$ cat src/rtl/mips_ctrl_pkg.sv
// Shared definitions for the MIPS fetch-stage control logic.
package mips_ctrl_pkg;

  typedef enum logic [1:0] {
    BOOT    = 2'd0,
    FETCH   = 2'd1,
    MEMWAIT = 2'd2
  } state_e;

  localparam int unsigned PC_STEP  = 4;
  localparam logic [31:0] RESET_PC = 32'h0000_0000;

endpackage

$ cat src/rtl/sat_counter.sv
// Saturating up-counter with asynchronous active-high clear.
module sat_counter #(
  parameter int unsigned WIDTH = 16
) (
  input  logic             clk,
  input  logic             reset,
  input  logic             inc,
  output logic [WIDTH-1:0] count
);

  logic [WIDTH-1:0] count_q;

  always_ff @(posedge clk or posedge reset) begin
    if (reset) begin
      count_q <= '0;
    end else if (inc && (count_q != '1)) begin
      count_q <= count_q + 1'b1;
    end
  end

  assign count = count_q;

endmodule

$ cat src/rtl/pc_sequencer.sv
// Program-counter sequencer for the fetch stage: arbitrates memory wait, load-use stall,
// branch and jump redirects, and counts non-advancing cycles.
module pc_sequencer #(
  parameter int unsigned PC_WIDTH  = 32,
  parameter int unsigned PC_STEP   = 4,
  parameter int unsigned CNT_WIDTH = 16
) (
  input  logic                 clk,
  input  logic                 reset,
  input  logic [PC_WIDTH-1:0]  pc_current,
  input  logic                 imem_ready,
  input  logic                 hazard_stall,
  input  logic                 branch_taken,
  input  logic [PC_WIDTH-1:0]  branch_target,
  input  logic                 jump,
  input  logic [PC_WIDTH-1:0]  jump_target,
  output logic                 pc_write,
  output logic [PC_WIDTH-1:0]  pc_next,
  output logic                 imem_req,
  output logic                 if_id_write,
  output logic                 if_id_flush,
  output logic [CNT_WIDTH-1:0] stall_count
);

  import mips_ctrl_pkg::*;

  state_e              state_q, state_d;
  logic                pending_valid_q, pending_valid_d;
  logic [PC_WIDTH-1:0] pending_target_q, pending_target_d;
  logic [PC_WIDTH-1:0] next_raw;
  logic                redirect;
  logic [PC_WIDTH-1:0] redirect_target;
  logic                count_inc;

  // Branch is the older instruction, so it wins over a jump in the same cycle.
  assign redirect        = branch_taken | jump;
  assign redirect_target = branch_taken ? branch_target : jump_target;

  always_ff @(posedge clk or posedge reset) begin
    if (reset) begin
      state_q          <= BOOT;
      pending_valid_q  <= 1'b0;
      pending_target_q <= PC_WIDTH'(RESET_PC);
    end else begin
      state_q          <= state_d;
      pending_valid_q  <= pending_valid_d;
      pending_target_q <= pending_target_d;
    end
  end

  always_comb begin
    state_d          = state_q;
    pending_valid_d  = pending_valid_q;
    pending_target_d = pending_target_q;
    pc_write         = 1'b0;
    next_raw         = '0;
    imem_req         = 1'b0;
    if_id_write      = 1'b0;
    if_id_flush      = 1'b0;
    unique case (state_q)
      BOOT: state_d = FETCH;
      FETCH: begin
        imem_req = 1'b1;
        if (redirect) begin
          pc_write    = 1'b1;
          next_raw    = redirect_target;
          if_id_flush = 1'b1;
        end else if (!imem_ready) begin
          state_d = MEMWAIT;
        end else if (!hazard_stall) begin
          pc_write    = 1'b1;
          next_raw    = pc_current + PC_WIDTH'(PC_STEP);
          if_id_write = 1'b1;
        end
      end
      MEMWAIT: begin
        imem_req = 1'b1;
        if (!imem_ready) begin
          // Redirect is remembered until the outstanding fetch returns.
          if (redirect) begin
            pending_valid_d  = 1'b1;
            pending_target_d = redirect_target;
            if_id_flush      = 1'b1;
          end
        end else begin
          if (redirect) begin
            pc_write    = 1'b1;
            next_raw    = redirect_target;
            if_id_flush = 1'b1;
          end else if (pending_valid_q) begin
            pc_write    = 1'b1;
            next_raw    = pending_target_q;
            if_id_flush = 1'b1;
          end
          pending_valid_d = 1'b0;
          state_d         = FETCH;
        end
      end
      default: state_d = BOOT;
    endcase
  end

  assign pc_next   = {next_raw[PC_WIDTH-1:2], 2'b00};
  assign count_inc = ((state_q == FETCH) || (state_q == MEMWAIT)) && !pc_write;

  sat_counter #(
    .WIDTH (CNT_WIDTH)
  ) u_stall_counter (
    .clk   (clk),
    .reset (reset),
    .inc   (count_inc),
    .count (stall_count)
  );

endmodule

$ cat config.mk
export PLATFORM = sky130hd
export DESIGN_NAME = pc_sequencer
export DESIGN_NICKNAME = d
export VERILOG_FILES = /design/src/rtl/mips_ctrl_pkg.sv /design/src/rtl/sat_counter.sv /design/src/rtl/pc_sequencer.sv
export SDC_FILE = /design/constraint.sdc
export NUM_CORES = 1
export LEC_CHECK = 0
export CORE_MARGIN = 2
export CORE_UTILIZATION = 45
export DETAILED_ROUTE_END_ITERATION = 8
export PLACE_DENSITY = 0.84
export SKIP_CTS_REPAIR_TIMING = 1
export SLEW_MARGIN = 20
export SYNTH_ARGS = -nofsm -noshare
export SYNTH_HDL_FRONTEND = slang
export SYNTH_SLANG_ARGS = --single-unit
$ cat constraint.sdc
create_clock -name clk -period 3.1 [get_ports clk]
set_input_delay 0.465 -clock clk [delete_from_list [all_inputs] [get_ports clk]]
set_output_delay 0.465 -clock clk [all_outputs]
set_load 0.02 [all_outputs]
# After elaboration in Yosys (flattened, before gate mapping)
# Index checks and enable logic that the tools add are counted.
# Widths: inputs -> output; s select.
[totals]
register_bits = 51
input_bits = 102
output_inout_bits = 52
word_cells = 51
[classes]
add_sub_neg = 2
n_eq_ne = 6
n_mux = 27
bitwise_logic = 2
n_reduce_logical = 10
[op_table]
columns = ["cell", "n"]
rows = [
  ["$mux 32", 7],
  ["$pmux 32 s2", 1],
  ["$add 32x3->32 const B", 1],
  ["$add 16x1->16 const B", 1],
  ["$ne 16x16->1 const B", 1],
  ["$mux 1", 13],
  ["$mux 2", 3],
  ["$ne 2x2->1 const B", 3],
  ["$pmux 2 s3", 1],
  ["$reduce_and 3->1", 2],
  ["$pmux 1 s2", 2],
  ["$eq 2x1->1 const B", 1],
  ["$eq 2x2->1 const B", 1],
  ["$logic_and 1x1->1", 2],
  ["$logic_not 2->1", 1],
  ["$reduce_and 2->1", 1],
  ["$reduce_bool 2->1", 1],
  ["$reduce_or 2->1", 1],
  ["$logic_not 1->1", 1],
  ["$logic_or 1x1->1", 1],
  ["$not 1->1", 1],
  ["$or 1x1->1", 1],
]

# Longest topological paths before layout
# Gate-level depths: netlist of run 1.
[depth]
depth_word = 7
ltp_mapped = 10
depth_no_buf = 7

# Hierarchy
# A second synthesis of run 1 with hierarchy kept.
[unflattened]
hier_cells = 543
area_unflattened_um2 = 4296.6
[by_module_without_submodules]
columns = ["module", "instances", "cells_per_inst", "area_per_inst_um2", "seq_area_each_um2"]
rows = [
  ["pc_sequencer", 1, 472, 3490.8, 825.8],
  ["sat_counter", 1, 71, 805.8, 400.4],
]

# Least setup slack after synthesis of run 1
# Ideal clock, no wire load.
[synth_timing]
path_type = "input port to output port"
startpoint = "input branch_taken"
endpoint = "output pc_next[3]"
t_arrival_ns = 2.185
required_ns = 2.635
slack_ns = 0.450
path_stages = 7
n_path_buf = 3
cell_sequence = "buf_2 nor3b_1 and2_1 buf_2 clkbuf_1 nand2_1 a21boi_0"
[synth_via]
elab_chain_len = 4
word_cells_on_any_way = 6
classes_between = "mux: 5; bitwise: 1"
[synth_rtl]
columns = ["element", "line_no", "rtl"]
rows = [
  ["from (decl)", "pc_sequencer.sv:13", "input logic branch_taken,"],
  ["$mux 32 or $or 1x1->1 (tied branches)", "pc_sequencer.sv:37, pc_sequencer.sv:36", ""],
  ["$mux 32", "pc_sequencer.sv:86", "if (redirect) begin"],
  ["$mux 32", "pc_sequencer.sv:78", "if (!imem_ready) begin"],
  ["$pmux 32 s2 *", "pc_sequencer.sv:60", "unique case (state_q)"],
  ["to (decl)", "pc_sequencer.sv:18", "output logic [PC_WIDTH-1:0] pc_next,"],
]
# Every way passes the cells marked *; elsewhere a longest branch is shown, timed or not.

# Final worst setup path of run 1
[layout_timing]
startpoint = "input pc_current[19]"
endpoint = "output pc_next[31]"
[layout_via]
elab_chain_len = 5
[layout_rtl]
columns = ["element", "line_no", "rtl"]
rows = [
  ["from (decl)", "pc_sequencer.sv:10", "input logic [PC_WIDTH-1:0] pc_current,"],
  ["$add 32x3->32", "pc_sequencer.sv:72", "next_raw = pc_current + PC_WIDTH'(PC_STEP);"],
  ["$mux 32", "pc_sequencer.sv:70", "end else if (!hazard_stall) begin"],
  ["$mux 32", "pc_sequencer.sv:68", "end else if (!imem_ready) begin"],
  ["$mux 32", "pc_sequencer.sv:64", "if (redirect) begin"],
  ["$pmux 32 s2", "pc_sequencer.sv:60", ""],
]
# No other way between the ends.

==> results of run 1 <==
-- flip-flops by register name, summed over array words and instances, names as in the netlist --
register / count
pending_valid_q: 1
state_q: 2
pending_target_q: 30
u_stall_counter.count: 16
-- final cells by class --
type / count / area [um^2] / share of cell area, %
Clock buffer: 7 / 86.3 / 1.39
Clock inverter: 1 / 30.0 / 0.484
Inverter: 7 / 26.3 / 0.423
Multi-Input combinational cell: 394 / 2570 / 41.5
Sequential cell: 49 / 1230 / 19.8
Tap cell: 105 / 131 / 2.12
Timing Repair Buffer: 223 / 2130 / 34.4
-- power by group --
| group | total, W | switching [W] | internal [W] |
|---|---|---|---|
| Combinational | 0.00187 | 0.00102 | 0.000853 |
| Clock | 0.000473 | 0.000210 | 0.000263 |
| Sequential | 0.00107 | 0.000177 | 0.000894 |
| Total | 0.00341 | 0.00140 | 0.00201 |
-- per-layer routing --
metal	global-route usage, %	routed length [um]
met4	6.93	174
met3	5.61	1220
met1	35.2	5750
met2	50.6	7000
met5	0	0
-- layout by cell type (no fill, tap or decap), drive strengths merged, types with 2 or more instances in the layout --
cell / netlist / layout
a21boi: 2 / 2
a21oi: 43 / 43
a222oi: 6 / 6
a22o: 3 / 3
a22oi: 17 / 17
and2: 8 / 8
and3: 7 / 7
and4: 4 / 4
buf: 11 / 80
clkbuf: 21 / 8
clkdlybuf4s50: 0 / 112
conb: 1 / 2
dfrtp: 49 / 49
dlymetal6s2s: 0 / 30
ha: 6 / 6
inv: 7 / 7
mux2: 3 / 3
mux2i: 30 / 30
nand2: 45 / 45
nand2b: 3 / 3
nand3: 24 / 24
nand4: 8 / 8
nor2: 45 / 45
nor2b: 8 / 8
nor3: 11 / 11
nor3b: 3 / 3
nor4: 14 / 14
nor4b: 2 / 2
o21ai: 27 / 27
o22ai: 8 / 8
o2bb2ai: 17 / 17
o31a: 2 / 2
xnor2: 17 / 17
xor2: 20 / 20
-- worst max-delay path by stage --
stage                   startpoint     endpoint  slack [ns]  depth (start not counted)
detailed placement   pc_current[5]  pc_next[31]       -0.49                          7
global placement    pc_current[19]  pc_next[31]       -0.46                          7
global route        pc_current[19]  pc_next[31]       -0.02                          7
floorplan             branch_taken   pc_next[3]        0.45                          7
finish              pc_current[19]  pc_next[31]        0.04                          7
CTS                  pc_current[5]  pc_next[31]       -0.50                          7
-- kinds of logic after synthesis --
kind of cell	after synthesis
AOI/OAI and AO/OA	130
adders and majority gates	6
and+or+nand+nor	186
muxes	33
other	1
DFF	49
xor gates and xnor gates	37
buffers and inverters	39
-- metrics by stage --
stage               hold WS (ns)  instances  util, %
detailed placement         0.487        778     72.0
global placement           0.479        778     72.0
CTS                        0.504        786     73.5
global route               0.527        786     74.8
finish                     0.506        786     74.8
floorplan                  0.495        482        -
-- worst max-delay path: stages --
cell             delay, ns
clkdlybuf4s50_1       0.48
and4_1                0.23
nand4_1               0.14
or4_4                 0.53
or4b_1                0.47
nand3_1               0.10
buf_2                 0.17
==> impl_results.md, run 1 <==
* Cell Area, Synth at about 0.0039 mm^2
* RSZ-0062 raised after global routing: yes
* Via density per instance at about 5.9
* Synth top area share at 31.4%
* Power, Total at 0.00341 W
* Die H at a little under 100 um
* Synth warn at 0
* Leading post-synthesis cells by cell area: dfrtp_1, mux2i_1, a21oi_1, xor2_1, nor2_1
* Slew Limit Fails at 0
* Nets at about 790
* Routed Antenna Nets at 0
* Final WL at around 14 mm
* Final setup margin at 0.0353 ns
* Ant. Diodes at 0
* Seq cells post-synth at slightly below 50
* Initial antenna violation count at 0
* Synth Area in XOR/XNOR at 8.30%
* Fill cell count at approximately 600
* VDD IR-drop max at about 550 uV
* Cell type with the largest total area after synthesis: dfrtp_1
* Vias at ~4700
* Final Cell Area at ~0.0062 mm^2
* Largest fanout on the critical path at 2
* Post-Synthesis Cells at around 480
* I/O pin cnt at between 150 and 200
* Worst-path clk slew at 0.09 ns
* RR Startpoint: state_q[0]
* Clock Path Buffers at 2
* DRC viols at 0
* Site Rows at 33
* CP Launch Type: primary input
* Total CTS buffers at 5
* Vias in the first global route at 4548
* FF-to-FF setup slack at around 0.60 ns
* Htree depth at 2
* Initial Util at 47.1%
* Most common cell in the synthesized netlist: dfrtp_1
* Placed cell areas at between 0.005 and 0.006 mm^2
* Top_reg_cell synth: dfrtp_1
* Post-DP HPWL at between 10 and 15 mm
* Max transition margin at roughly 66%
* Sequential area share after synthesis at 31.4%
* Status: completed
* Critical path class: in2out
* Clk sink count at approximately 50
* Max-Cap Viols at 0
* Post-synthesis compound-gate area fraction at between 20% and 30%
* Fin. Hold Viols at 0
* Core footprint at 0.00830 mm^2
* Simple-gate area share of the yosys netlist at 24.0%
* Fmax at ~0.33 GHz
* Reg-to-Reg End: u_stall_counter.count[12]
* Async SR Flop Fraction at 100%
* Number of I/O port buffers at approximately 150
* TritonRoute pass-1 iters at 5
* First-pass GRT wire length at ~22 mm
* DIE AREA at 0.00944 mm^2
* Distinct cells, synth at 47
* EDFF count, synth at 0
* Commonest cells in the netlist: dfrtp_1, nor2_1, nand2_1, a21oi_1, mux2i_1
* CTS root buffer: clkbuf_8
* GRT Overall Usage at between 20% and 30%
* Final setup fails at 0
* Main combinational cell family by area after synthesis: simple AND/OR/NAND/NOR gates
* Crit share post-route at a little over nine tenths
* RePlAce Congestion at between 0.9 and 1
* Area share of fa/ha/maj cells after synthesis at under 10%
* PwrDens at about 550 mW/mm^2
* CP endpoint kind: primary output
* Worst-case clock skew at 0.00861 ns
* Mapped Avg Cell Area at a little over 8 um^2
* Layout cell share with drive strength beyond 1 at between 10% and 20%
* Grt total ovfl at 0
* Routed len/inst at about 18 um
* Crit path DAT at 2.60 ns
* CTS tree: yes
* Hold crit path type: in2async
* Clk Latency, worst-skew pair at roughly 0.30 ns
* Final min period at just over 3 ns
* Die Span X at 97.2 um
* Mux cell area share after synthesis at roughly 8.6%
* Pre-CTS WS at -0.489 ns
* Req. time, crit path at ~2.6 ns
* Pin count of the biggest net entering global routing at slightly below 50
* Leak at between 3 and 4 nW
* Final setup TNS at 0 ns
* Initial drt markers at 362
* P&R area growth vs syn at 59.0%
* Worst-Margin Slew at between 0.5 and 0.6 ns
* Register-to-Register Path Depth at 9
No activity file was read; power rests on OpenSTA's default activity.
==> inputs of run 2 (changes only) <==
--- a/config.mk
+++ b/config.mk
@@ -5,10 +5,10 @@
 export SDC_FILE = /design/constraint.sdc
 export NUM_CORES = 1
 export LEC_CHECK = 0
-export CORE_MARGIN = 2
-export CORE_UTILIZATION = 45
+export ABC_AREA = 1
+export CORE_UTILIZATION = 47
 export DETAILED_ROUTE_END_ITERATION = 8
-export PLACE_DENSITY = 0.84
+export PLACE_DENSITY = 0.85
 export SKIP_CTS_REPAIR_TIMING = 1
 export SLEW_MARGIN = 20
 export SYNTH_ARGS = -nofsm -noshare
==> run 2 against run 1 <==
Effect of this change:
- die area up 3.4%
- design area up 8.7%
- largest cell class unchanged
- flip-flop and latch count unchanged
- register-to-register slack better by 0.38 ns
- wire length up 17%
- critical path depth up 3
- maximum frequency up 0.64%
- critical path type unchanged
- non-clock buffer count up 9
- core utilization up 1.1 points
- clock skew about the same
==> impl_results.md, run 2 <==
* Status: completed
* CTS root buffer: clkbuf_8
* Cell type with the largest total area after synthesis: dfrtp_1
* Final setup margin at between 0.05 and 0.06 ns
* Fill cell count at between 700 and 800
* CTS tree: yes
* Layout cell share with drive strength beyond 1 at between 10% and 20%
* Post-Synthesis Cells at 755
* P_sw at 0.00162 W
* Highest Signal Layer: met4
* Grt total ovfl at 0
* Clk sink count at approximately 50
* Via density per instance at 5.36
* Most frequent cells in the layout: nand2_1, clkdlybuf4s50_1, buf_4, inv_1, nor2_1
* Met3 wire length at approximately 1.7 mm
* VDD IR-drop max at roughly 550 uV
* Most flops, register: pending_target_q
* Worst-path clk slew at approximately 0.12 ns
* Post-DP HPWL at around 13 mm
* Site Rows at 34
* Top_reg_cell synth: dfrtp_1
* Sequential cell fraction of total power at 28.8%
* Placed cell areas at between 0.006 and 0.007 mm^2
* TritonRoute pass-1 iters at 5
* RePlAce Congestion at roughly 1
* Final Cell Area at between 0.006 and 0.007 mm^2
* DIE AREA at 0.00976 mm^2
* Final min period at 3.05 ns
* Most common cell in the synthesized netlist: nand2_1
* Fmax at around 0.33 GHz
* Initial antenna violation count at 0
* Max-Cap Viols at 0
* Pre-CTS WS at -0.245 ns
* Vias in the first global route at ~5600
* CP endpoint kind: primary output
* Clk Latency, worst-skew pair at 0.32 ns
* Core footprint at around 0.0089 mm^2
* Final WL at ~17 mm
* First-pass GRT wire length at 26.8 mm
* Htree depth at 2
* Leading post-synthesis cells by cell area: dfrtp_1, nand2_1, inv_1, nor2_1, o21ai_0
* Hold crit path type: in2async
* Largest fanout on the critical path at 3
* Slew Limit Fails at 0
* Total CTS buffers at 5
* Fin. Hold Viols at 0
* Combinational Power Share at 58.3%
* M1 WL at 7.27 mm
* Die Span X at 98.8 um
* Min Hold Slack at between 0.4 and 0.5 ns
* Cell Area, Synth at 0.00441 mm^2
* Async SR Flop Fraction at 100%
* CP Launch Type: primary input
* Die H at just under 100 um
* Commonest non-fill, non-tap cell in the layout: nand2_1
* Initial drt markers at ~420
* Vias at 5748
* GRT Overall Usage at approximately a third
* Routed len/inst at around 15 um
* PwrDens at a little over 500 mW/mm^2
* Distinct cells, synth at 40
* Sequential area share after synthesis at 27.8%
* I/O pin cnt at between 150 and 200
* P&R area growth vs syn at 53.1%
* Seq cells post-synth at a little under 50
* Initial Util at between 40% and 50%
* Worst-case clock skew at 0.00855 ns
* Critical path class: in2out
* Switching share of power at between 40% and 50%
* Number of I/O port buffers at roughly 150
* Nets at 1071
* Final setup TNS at 0 ns
* Multi-input logic area at 0.00274 mm^2
* Power Internal at between 0.0015 and 0.002 W
* Power, Total at roughly 0.0035 W
* Synth warn at 0
* Req. time, crit path at 2.63 ns
* Routed wl met2 at between 7 and 8 mm
* Mapped Avg Cell Area at between 5 and 6 um^2
* Leak at approximately 3.6 nW
* Number of flip-flops in the largest register at 30
* Commonest cells in the netlist: nand2_1, inv_1, nor2_1, dfrtp_1, o21ai_0
* Pin count of the biggest net entering global routing at 41
* RSZ-0062 raised after global routing: no
* Crit share post-route at a little over nine tenths
* Final setup fails at 0
* Ant. Diodes at 0
* DRC viols at 0
* Clock Path Buffers at 2
* EDFF count, synth at 0
* FF+latch area at around 0.0012 mm^2
* Routed Antenna Nets at 0
* Crit path DAT at approximately 2.6 ns
* Synth top area share at between 20% and 30%
* Clock share of power at about an eighth
## run 2: power by group through the flow
stage | Sequential, W | Clock, W | Combinational [W]
2_1_floorplan | 0.00102 | 0 | 0.00114
3_3_place_gp | 0.000994 | 0 | 0.00192
3_5_place_dp | 0.00101 | 0 | 0.00199
4_1_cts | 0.000992 | 0.000441 | 0.00201
5_1_grt | 0.00102 | 0.000468 | 0.00218
6_report | 0.000997 | 0.000446 | 0.00201
## run 2: logic make-up (layout without fill, tap and decap cells)
family / after synthesis / after routing / synth area share, %
XOR/XNOR: 17 / 17 / 3.38
buffers and inverters: 113 / 321 / 11.0
flip-flops: 49 / 49 / 27.8
multiplexers: 1 / 1 / 0.256
AO/OA/AOI/OAI: 132 / 132 / 15.7
adder cells (fa/ha/maj): 6 / 6 / 1.70
other: 1 / 2 / 0.0851
AND/OR/NAND/NOR: 436 / 436 / 40.0
## run 2: final timing paths
path                                           from                        end  slack, ns  cells past startpoint
max in group asynchronous                     reset        pending_target_q[8]       1.89                      3
worst max-delay path                     imem_ready                 pc_next[3]       0.05                     10
worst max register to register           state_q[1]  u_stall_counter.count[14]       0.98                     11
worst min-delay path                          reset       pending_target_q[12]       0.41                      2
worst min register to register  pending_target_q[3]        pending_target_q[3]       0.51                      1
min in group clk                pending_target_q[3]        pending_target_q[3]       0.51                      1
## run 2: final cells by class
class                           count  share of cell area, %
Clock buffer                        5                   1.02
Clock inverter                      3                  0.501
Inverter                           81                   4.51
Multi-Input combinational cell    594                   40.6
Sequential cell                    49                   18.2
Tap cell                          108                   2.00
Timing Repair Buffer              232                   33.2
## run 2: through the flow
stage	std cells	util, %
6_report	1072	75.9
5_1_grt	1072	75.9
4_1_cts	1072	74.7
3_5_place_dp	1064	73.5
3_3_place_gp	1064	73.5
2_1_floorplan	756	-
## run 2: critical path: stages
cell	delay, ns
clkdlybuf4s50_1	0.50
inv_2	0.06
nor2_1	0.16
nand2_1	0.16
nor2_2	0.16
buf_4	0.16
nand2_1	0.05
a31o_2	0.23
inv_1	0.05
clkdlybuf4s50_1	0.59
## run 2: layer usage
metal,global-route usage (%),vias to the layer above
li1,-,2787
met1,48.1,2594
met2,54.9,327
met3,5.46,40
met4,11.1,0
met5,0,-
